--- src/rtl/ex_pkg.sv ---
// rtl/ex_pkg.sv - shared EX-stage encodings for the mul/div unit, ID decoder and hazard unit
package ex_pkg;

   // Operation select carried from the ID decoder
   typedef enum logic [1:0] {
      MD_MUL   = 2'b00,
      MD_MULHU = 2'b01,
      MD_DIVU  = 2'b10,
      MD_REMU  = 2'b11
   } md_op_t;

   // Mul/div unit control state, also observed by the hazard unit
   typedef enum logic [1:0] {
      S_IDLE = 2'd0,
      S_BUSY = 2'd1,
      S_DONE = 2'd2
   } md_state_t;

   // Divide ops share the op[1] bit
   function automatic logic md_is_div(input logic [1:0] op);
      return op[1];
   endfunction

endpackage

--- src/rtl/ex_muldiv_unit.sv ---
// rtl/ex_muldiv_unit.sv - iterative unsigned multiply/divide unit for the EX stage
module ex_muldiv_unit
   import ex_pkg::*;
#(
   parameter  int WIDTH = 32,
   localparam int CNT_W = $clog2(WIDTH) + 1
) (
   input  logic             clk,
   input  logic             rst,
   input  logic             flush,
   input  logic             in_valid,
   output logic             in_ready,
   input  logic [1:0]       op,
   input  logic [WIDTH-1:0] opa,
   input  logic [WIDTH-1:0] opb,
   output logic             out_valid,
   input  logic             out_ready,
   output logic [WIDTH-1:0] result,
   output logic             busy
);

   md_state_t        state, state_nxt;
   md_op_t           op_q;
   logic [CNT_W-1:0] cnt;
   // hi: product upper half / partial remainder (extra bit keeps the trial sign)
   // lo: multiplier shifting out / dividend shifting out, quotient shifting in
   logic [WIDTH:0]   hi, hi_nxt;
   logic [WIDTH-1:0] lo, lo_nxt;
   logic [WIDTH-1:0] b_q;
   logic [WIDTH-1:0] final_res;
   logic [WIDTH:0]   add_sum, shifted, trial;
   logic [2*WIDTH:0] mul_cat;
   logic             accept, div_zero, last_step;

   assign in_ready  = (state == S_IDLE);
   assign out_valid = (state == S_DONE);
   assign busy      = (state != S_IDLE);

   assign accept    = in_valid && in_ready && !flush;
   assign div_zero  = md_is_div(op) && (opb == '0);
   assign last_step = (cnt == CNT_W'(1));

   // State register
   always_ff @(posedge clk) begin
      if (rst) state <= S_IDLE;
      else     state <= state_nxt;
   end

   // Next-state decode; flush overrides every transition
   always_comb begin
      state_nxt = state;
      case (state)
         S_IDLE:  if (accept) state_nxt = div_zero ? S_DONE : S_BUSY;
         S_BUSY:  if (last_step) state_nxt = S_DONE;
         S_DONE:  if (out_ready) state_nxt = S_IDLE;
         default: state_nxt = S_IDLE;
      endcase
      if (flush) state_nxt = S_IDLE;
   end

   // One shift-add or restoring-divide step, selected by the latched op
   always_comb begin
      add_sum = {1'b0, hi[WIDTH-1:0]} + {1'b0, b_q};
      shifted = {hi[WIDTH-1:0], lo[WIDTH-1]};
      trial   = shifted - {1'b0, b_q};
      mul_cat = {(lo[0] ? add_sum : {1'b0, hi[WIDTH-1:0]}), lo};
      hi_nxt  = hi;
      lo_nxt  = lo;
      if (md_is_div(op_q)) begin
         if (!trial[WIDTH]) begin
            hi_nxt = trial;
            lo_nxt = {lo[WIDTH-2:0], 1'b1};
         end else begin
            hi_nxt = shifted;
            lo_nxt = {lo[WIDTH-2:0], 1'b0};
         end
      end else begin
         hi_nxt = {1'b0, mul_cat[2*WIDTH:WIDTH+1]};
         lo_nxt = mul_cat[WIDTH:1];
      end
      case (op_q)
         MD_MULHU, MD_REMU: final_res = hi_nxt[WIDTH-1:0];
         default:           final_res = lo_nxt;
      endcase
   end

   // Datapath: load on accept, step while busy, capture the result on the last step
   always_ff @(posedge clk) begin
      if (rst) begin
         op_q   <= MD_MUL;
         cnt    <= '0;
         hi     <= '0;
         lo     <= '0;
         b_q    <= '0;
         result <= '0;
      end else if (accept) begin
         op_q <= md_op_t'(op);
         cnt  <= CNT_W'(WIDTH);
         hi   <= '0;
         lo   <= md_is_div(op) ? opa : opb;
         b_q  <= md_is_div(op) ? opb : opa;
         if (div_zero) result <= op[0] ? opa : '1;
      end else if (state == S_BUSY && !flush) begin
         hi  <= hi_nxt;
         lo  <= lo_nxt;
         cnt <= cnt - CNT_W'(1);
         if (last_step) result <= final_res;
      end
   end

endmodule

--- config.mk ---
export PLATFORM = sky130hd
export DESIGN_NAME = ex_muldiv_unit
export DESIGN_NICKNAME = d
export VERILOG_FILES = /design/src/rtl/ex_pkg.sv /design/src/rtl/ex_muldiv_unit.sv
export SDC_FILE = /design/constraint.sdc
export NUM_CORES = 1
export LEC_CHECK = 0
export ABC_AREA = 1
export CAP_MARGIN = 30
export CORE_AREA = 3 3 213 215
export DETAILED_ROUTE_END_ITERATION = 16
export DIE_AREA = 0 0 216 218
export PLACE_DENSITY = 0.54
export SETUP_SLACK_MARGIN = 0.4
export SLEW_MARGIN = 10
export SYNTH_ARGS = -nofsm -noshare
export SYNTH_HDL_FRONTEND = slang
export SYNTH_SLANG_ARGS = --single-unit
export TNS_END_PERCENT = 10
--- constraint.sdc ---
create_clock -name clk -period 3.7 [get_ports clk]
set_input_delay 0.37 -clock clk [delete_from_list [all_inputs] [get_ports clk]]
set_output_delay 0.37 -clock clk [all_outputs]
set_load 0.01 [all_outputs]
# --- Yosys cells after proc, flatten, opt, wreduce, memory -nomap -nowiden ---
# Index checks and enable logic that the tools add are counted.
classes:
  n_addsub: 3
  n_reduce_logical: 15
  n_mux: 22
  eq_ne: 9
ops:
  columns: ["op", "count"]
  rows:
  - ["$mux W32", 13]
  - ["$add A32 B32 Y33", 1]
  - ["$mux W33", 1]
  - ["$sub A33 B32 Y33", 1]
  - ["$logic_not A32 Y1", 1]
  - ["$mux W6", 2]
  - ["$mux W2", 4]
  - ["$eq A6 B1 Y1 const B", 1]
  - ["$ne A2 B1 Y1 const B", 3]
  - ["$pmux W2 S3", 1]
  - ["$reduce_and A3 Y1", 2]
  - ["$reduce_bool A2 Y1", 3]
  - ["$reduce_or A2 Y1", 3]
  - ["$sub A6 B1 Y6 const B", 1]
  - ["$eq A2 B1 Y1 const B", 2]
  - ["$eq A2 B2 Y1 const B", 2]
  - ["$logic_and A1 B1 Y1", 4]
  - ["$logic_not A2 Y1", 1]
  - ["$ne A2 B2 Y1 const B", 1]
  - ["$logic_not A1 Y1", 1]
  - ["$mux W1", 1]
word_totals:
  register_bits: 138
  output_inout_bits: 35

# --- Depth between registers and ports, before layout ---
depth:
  depth_word: 7
  ltp_mapped: 23
  ltp_nobuf: 22

# --- Worst setup path before layout ---
# No wires, ideal clock.
synth_timing:
  path_type: "register -> register"
  startpoint: "register lo[31]"
  endpoint: "register result[27]"
  path_slack_ps: 1377
  synth_period_minus_slack_ps: 2323
  stages_incl_launch_ff: 24
  n_path_buf: 1
  required_ps: 3631
  arrival_ps: 2255
  setup_ps: 69
  path_cell_list: "dfxtp_1 -> inv_1 -> ha_1 -> fa_1 -> inv_1 -> nand2_1 -> nand2_1 -> nand3_1 -> nand2_2 -> nand2_1 -> nand2_2 -> nand2_2 -> nand2_2 -> nand2_2 -> nand2_4 -> buf_12 -> nand2_2 -> nand2_1 -> nand2_1 -> nand2_1 -> nand2_1 -> nand2_1 -> nand2_1 -> a21oi_2"
synth_between:
  elab_chain_cells: 7
synth_rtl:
  columns: ["element", "line_no", "source"]
  rows:
  - ["start: declaration", "ex_muldiv_unit.sv:28", "logic [WIDTH-1:0] lo, lo_nxt;"]
  - ["start signal: assignment", "ex_muldiv_unit.sv:100", "lo <= md_is_div(op) ? opa : opb;"]
  - ["start signal: assignment", "ex_muldiv_unit.sv:105", "lo <= lo_nxt;"]
  - ["$sub A33 B32 Y33", "ex_muldiv_unit.sv:65", "trial = shifted - {1'b0, b_q};"]
  - ["$mux W32", "ex_muldiv_unit.sv:70", "if (!trial[WIDTH]) begin"]
  - ["$mux W32", "ex_muldiv_unit.sv:69", "if (md_is_div(op_q)) begin"]
  - ["$mux W32", "ex_muldiv_unit.sv:81", "case (op_q)"]
  - ["$mux W32", "ex_muldiv_unit.sv:107", "if (last_step) result <= final_res;"]
  - ["$mux W32", "ex_muldiv_unit.sv:103", "end else if (state == S_BUSY && !flush) begin"]
  - ["$mux W32", "ex_muldiv_unit.sv:96", "end else if (accept) begin"]
  - ["end signal: assignment", "ex_muldiv_unit.sv:102", "if (div_zero) result <= op[0] ? opa : '1;"]
  - ["end signal: assignment", "ex_muldiv_unit.sv:107", null]
  - ["end: declaration", "ex_muldiv_unit.sv:18", "output logic [WIDTH-1:0] result,"]
# No other way between the ends. The select of a mux whose other input is x is not followed.
# A chain may end at the register's enable or synchronous reset.

# --- Final worst setup path ---
layout_timing:
  startpoint: "register lo[31]"
  endpoint: "register hi[31]"
layout_between:
  elab_chain_cells: 3
layout_rtl:
  columns: ["element", "line_no", "source"]
  rows:
  - ["$sub A33 B32 Y33", "ex_muldiv_unit.sv:65", null]
  - ["$mux W32", "ex_muldiv_unit.sv:70", null]
  - ["$mux W32", "ex_muldiv_unit.sv:69", null]
  - ["end signal: assignment", "ex_muldiv_unit.sv:104", "hi <= hi_nxt;"]
  - ["end: declaration", "ex_muldiv_unit.sv:27", "logic [WIDTH:0] hi, hi_nxt;"]
# No other way between the ends.

==> impl_metrics.py <==
metrics = {
    "grt": {
        "met1_usage_pct": 31.9,
        "grt_max_degree": 72,
        "grt_pass1_wl_um": 83100,
        "use_met2_pct": 36.7,
        "first_global_vias": 14100,
        "busiest_layer": "met2",
        "grt.total_usage_pct": 22.7,
        "grt_remaining_overflow": 0,
        "antenna_found_initial": 1,
        "met3_usage_pct": 1.83,
    },
    "setup_path": {
        "r2r_setup_slack_ps": 610,
        "reg2reg_depth": 19,
        "r2r_start": "lo[31]",
        "crit_path_end_kind": "register",
        "crit_type": "register to register",
        "critPathArrivalTime_ps": 3410,
        "cp_max_fo": 33,
        "required_ps": 4020,
        "reg2reg_to": "hi[31]",
        "crit_path_start_kind": "register",
    },
    "yosys": {
        "synth_top_area_share_pct": 25.2,
        "ys_warn_count": 0,
        "synth_seq_cells": 138,
        "syn_area_um2": 13100,
        "synthDistinctLibCells": 42,
        "synth.net_count": 2513,
        "synth_area_leaders": "nand2_1, dfxtp_1, inv_1",
        "synth_cells": 2374,
        "syn_avg_cell_area_um2": 5.50,
        "yosys.area.top_type": "nand2_1",
        "ys_seq_area_share_pct": 21.2,
    },
    "run_status": {
        "status": "completed",
    },
    "worst_hold_path": {
        "hold_class": "input pin to register",
        "min_to": "result[8]",
        "worstHoldPathCells": 2,
        "hp-start": "rst",
    },
    "detailed_routing": {
        "vias": 14800,
        "routed_wl_um": 54300,
        "avgRoutedWirePerCell_um": 17.9,
        "dr.pass1.iters": 7,
        "first_iter_violations": 1180,
        "ant_nets": 0,
        "drc": 0,
        "routed_via_density": 4.89,
    },
    "cts": {
        "clk_latency_ps": 440,
        "post_cts_buffers": 0,
        "clk_pin_slew_ps": 70,
        "clock_sinks": 138,
        "cts_buffer_depth": 2,
        "root_buffer": "clkbuf_16",
        "cts_buffers": 17,
        "cts_tree": "built",
        "htreeDepth": 4,
    },
    "timing": {
        "rsz0062_at_grt": "false",
        "min_period_ps": 3090,
        "slew_headroom_pct": 38.6,
        "setup_tns_ps": 0,
        "fin_skew_ps": 12.0,
        "holdWs_ps": 297,
        "hold_viol": 0,
        "period_share_pct": 83.5,
        "setup_viol": 0,
        "worst_pin_slew_ps": 916,
        "slew_violations": 0,
        "fmax_ghz": 0.324,
    },
    "final_layout": {
        "areaGrowthSynthToFinish_pct": 17.3,
        "final_nets": 2570,
        "finalNonFillerCells": 3034,
        "drive_gt1_share_pct": 4.38,
        "diodes": 0,
        "final_common_cell": "nand2_1",
        "final_cell_mix": "nand2_1, inv_1, o21ai_0",
        "layout.core_utilization_pct": 34.8,
    },
    "power": {
        "power.density_nw_per_um2": 329,
        "peakVddDrop_v": 0.000275,
        "power.leakage_nw": 7.78,
    },
    "placement": {
        "dp_cells": 3003,
        "port_buffers": 105,
        "hpwl_um": 43300,
        "gp_congestion": 1.03,
    },
    "floorplanning": {
        "die_width_um": 216,
        "initial_utilization_pct": 29.7,
        "coreArea_um2": 43900,
        "num_io_pins": 106,
        "dieHeight_um": 218,
        "die_area_um2": 47100,
        "rows": 77,
    },
    "flow_run": {
        "cap_violations": 0,
    },
}
[worst max-delay path, cell delays in order (launching register included)]
cell and delay [ps]:
dfxtp_1 300, inv_1 90, ha_1 250, fa_1 470, inv_1 110, nand2_1 50, nand2_1 70, nand3_1 80
nand2_2 130, nand2_1 80, nand2_2 90, nand2_2 90, nand3_1 190, nand2_8 210, nand2_1 120, nand2_1 60
nand2_1 50, nand2_1 60, o21ai_0 360, inv_1 80
[per-stage QoR]
stage / cell area, µm² / power [mW] / setup slack [ps]
floorplan: 13100 / 2.60 / 1380
global placement: 14600 / 3.12 / 573
detailed placement: 14600 / 3.11 / 575
CTS: 15300 / 5.03 / 606
global route: 15300 / 5.29 / 432
finish: 15300 / 5.03 / 611
[layer usage]
| metal | up-vias | wire, µm |
|---|---|---|
| li1 | 7546 | - |
| met1 | 6753 | 25500 |
| met2 | 470 | 24200 |
| met3 | 76 | 2780 |
| met4 | 0 | 1820 |
| met5 | - | 0 |
[Yosys cell counts, drive strengths merged]
master / n
a31oi: 34
xnor2: 10
o21ai: 179
o221ai: 18
nand2: 893
xor2: 17
ha: 66
clkinv: 1
o21a: 1
nor4: 4
a21oi: 166
fa: 2
nand4: 15
nor2: 137
o22ai: 1
and2: 8
o21bai: 3
or2: 2
nor3: 18
o211ai: 22
nand3: 111
o2111ai: 1
a21o: 1
buf: 25
clkbuf: 71
nand3b: 1
o32ai: 1
inv: 428
dfxtp: 138
[flip-flops by register name (all words and copies together), names as in the netlist]
name / flops
b_q: 32
hi: 32
lo: 32
result: 32
cnt: 6
op_q: 2
state: 2
[layout make-up]
cell class | instances | area (µm²)
Timing Repair Buffer | 134 | 1280
Clock buffer | 20 | 478
Sequential cell | 138 | 2770
Tap cell | 592 | 741
Fill cell | 4984 | 28600
Clock inverter | 10 | 163
Inverter | 429 | 1610
Multi-Input combinational cell | 1711 | 8270
[worst max path at each step]
stage | startpoint | end | slack (ps)
after floorplan | lo[31] | result[27] | 1380
after global placement | opb[5] | result[27] | 570
after detailed placement | opb[5] | result[18] | 580
after CTS | lo[31] | result[30] | 610
after global routing | lo[31] | hi[31] | 430
final | lo[31] | hi[31] | 610
[where the power goes]
group	internal [mW]	total, mW	switching, mW
registers	1.54	1.62	0.0773
clock network	1.20	1.93	0.728
logic	0.476	1.49	1.01
total	3.22	5.03	1.82
[repair_timing]
item / CTS / global route
hold endpoints to repair: 0 / 0
gates resized for setup: 0 / 2
hold buffers: 0 / 0
setup endpoints to repair: 0 / 7
[cells by family after synthesis]
group	after synthesis	synth area share, %
AO/OA/AOI/OAI	427	17.9
XOR/XNOR	27	1.81
buffers and inverters	525	15.7
adder cells (fa/ha/maj)	68	6.63
AND/OR/NAND/NOR	1189	36.8
flip-flops	138	21.2
(Power assumes the default switching activity.)
